[config.mk]
export PLATFORM = sky130hd
export DESIGN_NAME = spi_config_rx
export DESIGN_NICKNAME = d
export VERILOG_FILES = /design/src/rtl/spi_config_rx.sv
export SDC_FILE = /design/constraint.sdc
export NUM_CORES = 1
export LEC_CHECK = 0
export BUFFER_PORTS_ARGS = -buffer_cell sky130_fd_sc_hd__buf_2
export CORE_MARGIN = 10
export CORE_UTILIZATION = 45
export DETAILED_ROUTE_END_ITERATION = 16
export GPL_ROUTABILITY_DRIVEN = 0
export PLACE_DENSITY = 0.7
export RECOVER_POWER = 50
export SETUP_SLACK_MARGIN = 0.05
export SLEW_MARGIN = 30
export SYNTH_ARGS = -nofsm -noshare
export SYNTH_HDL_FRONTEND = slang
export SYNTH_SLANG_ARGS = --single-unit
[constraint.sdc]
create_clock -name clk -period 1.6 [get_ports clk]
set_input_delay 0.08 -clock clk [delete_from_list [all_inputs] [get_ports clk]]
set_output_delay 0.08 -clock clk [all_outputs]
set_load 0.005 [all_outputs]
[src/rtl/spi_config_rx.sv]
// Write-only serial configuration receiver: shifts in a 61-bit MSB-first frame
// framed by active-low nss, sampled on clk, and commits it to the parameter registers.
module spi_config_rx (
  input  logic        clk,
  input  logic        rst,
  input  logic        mosi,
  input  logic        nss,
  output logic [7:0]  adsr_ai,
  output logic [7:0]  adsr_di,
  output logic [7:0]  adsr_s,
  output logic [7:0]  adsr_ri,
  output logic [11:0] osc_count,
  output logic [7:0]  filter_a,
  output logic [7:0]  filter_b,
  output logic        progn,
  output logic        trig
);

  localparam logic [5:0]  FRAME_BITS = 6'd61;
  localparam logic [5:0]  CNT_SAT    = 6'd62;
  localparam logic [60:0] CFG_RESET  = 61'h1;

  logic        armed_q, armed_d;
  logic [60:0] sr_q, sr_d;
  logic [5:0]  cnt_q, cnt_d;
  logic [60:0] cfg_q, cfg_d;
  logic        trig_q, trig_d;

  // A non-zero counter means a frame is in progress; nss high then closes it.
  always_comb begin
    armed_d = armed_q;
    sr_d    = sr_q;
    cnt_d   = cnt_q;
    cfg_d   = cfg_q;
    trig_d  = 1'b0;
    if (nss) begin
      armed_d = 1'b1;
      if (cnt_q != 6'd0) begin
        if (cnt_q == FRAME_BITS) begin
          cfg_d  = sr_q;
          trig_d = 1'b1;
        end
        cnt_d = 6'd0;
      end
    end else if (armed_q) begin
      sr_d = {sr_q[59:0], mosi};
      if (cnt_q != CNT_SAT) begin
        cnt_d = cnt_q + 6'd1;
      end
    end
  end

  always_ff @(posedge clk) begin
    if (rst) begin
      armed_q <= 1'b0;
      sr_q    <= '0;
      cnt_q   <= '0;
      cfg_q   <= CFG_RESET;
      trig_q  <= 1'b0;
    end else begin
      armed_q <= armed_d;
      sr_q    <= sr_d;
      cnt_q   <= cnt_d;
      cfg_q   <= cfg_d;
      trig_q  <= trig_d;
    end
  end

  assign adsr_ai   = cfg_q[60:53];
  assign adsr_di   = cfg_q[52:45];
  assign adsr_s    = cfg_q[44:37];
  assign adsr_ri   = cfg_q[36:29];
  assign osc_count = cfg_q[28:17];
  assign filter_a  = cfg_q[16:9];
  assign filter_b  = cfg_q[8:1];
  assign progn     = cfg_q[0];
  assign trig      = trig_q;

endmodule

==> results of run 1 <==
final cells by class:
cell class,instances,share of cell area [%]
multi-input combinational,404,32.3
timing repair buffer,84,8.78
inverter,3,0.284
sequential,130,45.6
clock inverter,13,2.38
tap,136,2.97
clock buffer,19,7.71
through the flow:
step / total power (W) / cells / cell area, µm²
final: 0.00709 / 789 / 5730
after global routing: 0.00734 / 789 / 5730
after CTS: 0.00716 / 786 / 5730
after detailed placement: 0.00346 / 750 / 5090
after global placement: 0.00346 / 750 / 5090
after floorplan: 0.00342 / 579 / 4640
Yosys cell counts (all sizes together):
cell    number
o41ai        1
nand4        2
a21oi      125
nand3        3
nor2         5
or2          1
buf         21
nor4         1
xor2         1
nor2b        1
o211ai       1
nand3b       1
dfxtp      130
clkbuf      21
nand2b       3
o2111a       1
nand2      245
o21ai        3
and3         1
ha           4
and4b        1
or3b         1
nor3b        2
or4b         1
inv          3
timing repair:
item	in CTS	in global routing
pin swaps	2	3
hold endpoints to repair	4	0
setup buffers	2	1
gates resized for setup	10	5
gates cloned	0	2
hold buffers	2	0
setup endpoints to repair	3	49
flip-flops by register name (all words and copies together) (netlist names):
name	flops
cnt_q	6
armed_q	1
sr_q	61
trig	1
cfg_q	61
per-layer routing:
metal  share of wire [%]  global-route usage, %  vias up
met5                   0                      0        -
met4                 1.3                   6.71        0
met3                 3.9                   4.72       12
met2                  51                   23.2       70
met1                  43                   15.4     1792
li1                    -                      -     1990
worst paths after layout:
kind / depth (start not counted) / end
max: 6 / cnt_q[5]
min: 2 / sr_q[17]
max reg2reg: 6 / cnt_q[5]
min reg2reg: 2 / cfg_q[12]
critical path: stages, from the launching register on:
cell and delay, ns:
dfxtp_4 0.35, inv_4 0.07, ha_4 0.13, or4b_4 0.47, o21ai_4 0.16, nand2b_1 0.11
nor3b_2 0.18
cells by family (layout without fill, tap and decap cells):
kind of cell | Yosys count | count (layout) | synth area share (%)
AO/OA/AOI/OAI | 131 | 131 | 14.5
XOR/XNOR | 1 | 1 | 0.189
adder cells (fa/ha/maj) | 4 | 4 | 1.08
buffers and inverters | 45 | 119 | 5.01
flip-flops | 130 | 130 | 56.0
AND/OR/NAND/NOR | 268 | 268 | 23.1
power by group through the flow:
stage / clock (W) / sequential (W) / combinational (W)
2_1_floorplan: 0 / 0.00332 / 0.000106
3_3_place_gp: 0 / 0.00332 / 0.000139
3_5_place_dp: 0 / 0.00332 / 0.000144
4_1_cts: 0.00375 / 0.00325 / 0.000160
5_1_grt: 0.00392 / 0.00325 / 0.000178
6_report: 0.00368 / 0.00325 / 0.000161
==> impl_metrics.py, run 1 <==
metrics = {
    "synthesis": {
        "netlist_area_um2": 4640,
        "yosys.area.top_type": "dfxtp_1",
        "netlist_top_cells_area": "dfxtp_1 (56%), nand2_1 (20%), a21oi_1 (13%)",
        "syn_avg_cell_area_um2": 8.02,
        "synth_seq_cells": 130,
        "synth_nets": 587,
        "yosysWarnings": 0,
        "synth_cell_type_count": 30,
        "seq_area_frac_synth_pct": 56.0,
        "synth_top_area_share_pct": 56.0,
        "syn_inst": 579,
    },
    "floorplanning": {
        "coreArea_um2": 10200,
        "rows": 37,
        "initial_core_util_pct": 45.6,
        "die_w_um": 122,
        "dieArea_um2": 14800,
        "ioPinCount": 66,
        "die_h_um": 122,
    },
    "global_route": {
        "grt_max_degree": 52,
        "grt_pass1_wl_um": 16800,
        "overflow": 0,
        "antenna_found_initial": 0,
        "grt_pass1_vias": 3685,
        "track_usage_pct": 13.8,
    },
    "sta": {
        "setup-violations-final": 0,
        "holdWs_ns": 0.0362,
        "max_freq_ghz": 0.650,
        "finalCritPeriodShare_pct": 96.2,
        "hold_viol": 0,
        "drv_slew": 0,
        "tightest_slew_ns": 0.524,
        "slew_headroom_pct": 65.1,
        "fin_crit_ns": 1.54,
        "setup_tns_ns": 0,
        "finClkSkew_ns": 0.0134,
        "rsz0062_at_grt": "true",
        "setup_ws_ns": 0.0613,
    },
    "cts": {
        "insertion_delay_ns": 0.52,
        "path_clk_slew_ns": 0.06,
        "cts-root-buf": "clkbuf_8",
        "cts_sinks": 130,
        "cts_buffers": 17,
        "max-clock-path-buffers": 2,
        "cts_tree": "done",
        "h-tree-depth": 4,
    },
    "worst_setup_path": {
        "rrSetupSlack_ns": 0.06,
        "path_class": "flop to flop",
        "cp.arrival_ns": 1.98,
        "rr_startpoint": "cnt_q[0]",
        "worstPathMaxFanout": 3,
        "critPathLaunch": "cnt_q[0]",
        "cp.required_ns": 2.04,
        "crit_path_start_kind": "flop",
        "endpoint_kind": "flop",
    },
    "pwr": {
        "powerDensity_nw_per_um2": 1240,
        "power.ir.vdd_worst_mv": 0.691,
        "leakagePower_nw": 1.90,
        "netSwitchingFraction_pct": 21.4,
        "power_frac_comb_pct": 2.3,
        "p_int_w": 0.00557,
        "p_seq_share_pct": 45.8,
        "switching_power_w": 0.00152,
        "p_clk_share_pct": 51.9,
    },
    "route": {
        "antenna_left": 0,
        "dr.pass1.iters": 4,
        "via_per_inst": 4.90,
        "routed_wl_um": 10300,
        "drc": 0,
        "routedWlPerCell_um": 13.0,
        "num_vias": 3864,
        "drt_iter0_markers": 192,
    },
    "placed_design": {
        "dpl.hpwl_um": 6380,
        "pre_cts_slack_ns": -0.0146,
        "portBuffers": 65,
    },
    "finish": {
        "mostFrequentLayoutCells": "nand2_1 (244), dfxtp_1 (127), a21oi_1 (125)",
        "seqCellArea_um2": 2610,
        "fillers": 977,
        "diodes": 0,
        "nets": 648,
        "multi_input_area_um2": 1850,
        "area_delta_synth_final_pct": 23.4,
        "mostFrequentLayoutCell": "nand2_1",
        "final_util_pct": 56.3,
        "drive_gt1_share_pct": 11.3,
    },
    "worst_hold_path": {
        "hold_path_class": "primary input to flop",
        "hp-start": "rst",
    },
    "flow_run": {
        "drv.max_cap_violation_count": 0,
    },
    "run_status": {
        "status": "complete, no violations",
    },
}
No activity file was read; power rests on OpenSTA's default activity.
==> run 2: changes to the inputs <==
--- a/config.mk
+++ b/config.mk
@@ -10,7 +10,7 @@
 export CORE_UTILIZATION = 45
 export DETAILED_ROUTE_END_ITERATION = 16
 export GPL_ROUTABILITY_DRIVEN = 0
-export PLACE_DENSITY = 0.7
+export PLACE_DENSITY = 0.73
 export RECOVER_POWER = 50
 export SETUP_SLACK_MARGIN = 0.05
 export SLEW_MARGIN = 30
==> constraint.sdc (replaced) <==
create_clock -name clk -period 1.4 [get_ports clk]
set_input_delay 0.07 -clock clk [delete_from_list [all_inputs] [get_ports clk]]
set_output_delay 0.07 -clock clk [all_outputs]
set_load 0.005 [all_outputs]
==> run 2 against run 1 <==
  * The flow now finishes with violations (setup timing)
  * Hold slack improved by 0.33 ns
  * Critical endpoint is now cfg_q[48]
  * Sequential power grew 14%
  * Power increased by 21%
  * Clock skew down 0.0032 ns
  * Largest cell class unchanged
  * Core utilization up 7.9 points
  * Sequential cell count did not move
  * Fmax is 0.55% higher
  * Worst setup slack got worse by 0.19 ns
  * Largest power group unchanged
  * Critical path depth grew 3
==> impl_metrics.py, run 2 (synthesis results as in run 1) <==
metrics = {
    "run_status": {
        "status": "complete, but fails checks",
        "violations": "setup timing",
    },
    "cts": {
        "path_clk_slew_ns": 0.06,
        "cts_tree": "done",
        "cts_buffers": 17,
        "cts_sinks": 130,
        "insertion_delay_ns": 0.51,
        "cts-root-buf": "clkbuf_8",
        "h-tree-depth": 4,
        "max-clock-path-buffers": 2,
    },
    "finish": {
        "top_regs": "cfg_q (61), sr_q (61), cnt_q (6)",
        "fin_area_um2": 6540,
        "mostFrequentLayoutCell": "nand2_1",
        "fillers": 862,
        "area_delta_synth_final_pct": 40.7,
        "nets": 662,
        "mostFrequentLayoutCells": "nand2_1 (204), dfxtp_1 (127), a21oi_1 (73)",
        "drive_gt1_share_pct": 28.3,
        "final_util_pct": 64.2,
        "seqCellArea_um2": 2610,
        "multi_input_area_um2": 2350,
        "diodes": 0,
    },
    "sta": {
        "max_freq_ghz": 0.654,
        "drv_slew": 0,
        "setup_ws_ns": -0.130,
        "setup_tns_ns": -6.18,
        "fin_crit_ns": 1.53,
        "slew_headroom_pct": 66.6,
        "hold_viol": 0,
        "tightest_slew_ns": 0.500,
        "finalCritPeriodShare_pct": 109,
        "rsz0062_at_grt": "true",
        "setup-violations-final": 65,
        "finClkSkew_ns": 0.0102,
    },
    "route": {
        "routedWlPerCell_um": 14.9,
        "num_vias": 4084,
        "routed_wl_um": 12000,
        "dr.pass1.iters": 5,
        "drt_iter0_markers": 218,
        "antenna_left": 0,
        "via_per_inst": 5.09,
        "drc": 0,
    },
    "worst_setup_path": {
        "cp.arrival_ns": 1.97,
        "cp.required_ns": 1.84,
        "crit_chain": "buf_6, ha_4, nand2_4, buf_6, nor2_4, buf_6, clkbuf_16, nand2_4, a21oi_2",
        "crit_path_start_kind": "flop",
        "cp_common_cell": "buf_6",
        "slowest_stage": "dfxtp_2",
        "crit_family": "buffers and inverters",
        "rrSetupSlack_ns": -0.13,
        "path_class": "flop to flop",
        "worstPathMaxFanout": 5,
        "endpoint_kind": "flop",
        "cp_slowest_stage_delay_ns": 0.36,
        "path_buf_inv": 4,
    },
    "flow_run": {
        "drv.max_cap_violation_count": 0,
    },
    "global_route": {
        "track_usage_pct": 15.1,
        "grt_busiest_layer": "met2",
        "met3_usage_pct": 4.07,
        "grtUsageMet2_pct": 25.7,
        "antenna_found_initial": 0,
        "grt_pass1_wl_um": 18500,
        "overflow": 0,
        "grt_max_degree": 62,
        "grt_pass1_vias": 3907,
        "grtUsageMet1_pct": 17.1,
    },
    "pwr": {
        "power.ir.vdd_worst_mv": 0.772,
        "p_clk_share_pct": 54.0,
        "p_seq_share_pct": 43.2,
        "power_frac_comb_pct": 2.7,
        "netSwitchingFraction_pct": 21.1,
        "leakagePower_nw": 2.66,
        "powerDensity_nw_per_um2": 1310,
        "p_int_w": 0.00677,
        "switching_power_w": 0.00181,
    },
    "placed_design": {
        "dpl.hpwl_um": 6460,
        "portBuffers": 65,
        "placement.cell_area_um2": 5170,
    },
    "floorplanning": {
        "coreArea_um2": 10200,
        "rows": 37,
        "dieArea_um2": 14800,
        "die_h_um": 122,
        "die_w_um": 122,
        "ioPinCount": 66,
        "initial_core_util_pct": 45.6,
    },
    "worst_hold_path": {
        "hold_path_class": "primary input to flop",
    },
}
## run 2: power by group through the flow
stage	registers (W)	clock network (W)	logic (W)
after detailed placement	0.00379	0	0.000191
after global routing	0.00371	0.00486	0.000254
after CTS	0.00371	0.00467	0.000209
after global placement	0.00379	0	0.000184
after floorplan	0.00379	0	0.000124
final	0.00371	0.00464	0.000235
## run 2: worst min-delay path: stages
cell and delay [ns]:
dlygate4sd3_1 0.54, buf_2 0.12, nand2_1 0.04, a21oi_1 0.05
## run 2: layout make-up
cell class              instances  area share (%)
repair buffers                 98            11.7
clock buffers                  20            6.82
inverters                       3           0.172
clock inverters                12            2.78
multi-input cells             404            36.0
well taps                     136            2.60
flip-flops and latches        130            39.9
## run 2: final timing paths
path              startpoint         to  depth (start not counted)
setup / recovery    cnt_q[0]  cfg_q[48]                          9
hold / removal          mosi    sr_q[0]                          4
setup reg to reg    cnt_q[0]  cfg_q[48]                          9
hold reg to reg    cfg_q[39]  cfg_q[39]                          2
## run 2: metrics by stage
step           setup slack, ns  hold slack (ns)  std cells  power [W]
2_1_floorplan          -0.0156            0.206        579    0.00392
3_3_place_gp           -0.0318            0.319        756    0.00397
3_5_place_dp            -0.138            0.330        756    0.00398
4_1_cts                 -0.110            0.355        801    0.00859
5_1_grt                 -0.193            0.377        803    0.00882
6_report                -0.130            0.368        803    0.00858
## run 2: repair_timing
item	4_1_cts	5_1_grt
setup buffers	6	0
setup endpoints to repair	65	67
hold endpoints to repair	14	0
pin swaps	2	78
hold buffers	3	0
gates resized for setup	16	138
cloned	4	3
## run 2: layer usage
layer  share of wire (%)  wire length, µm
met1                  43             5170
met2                  52             6210
met3                 3.9              469
met4                 1.2              141
met5                   0                0
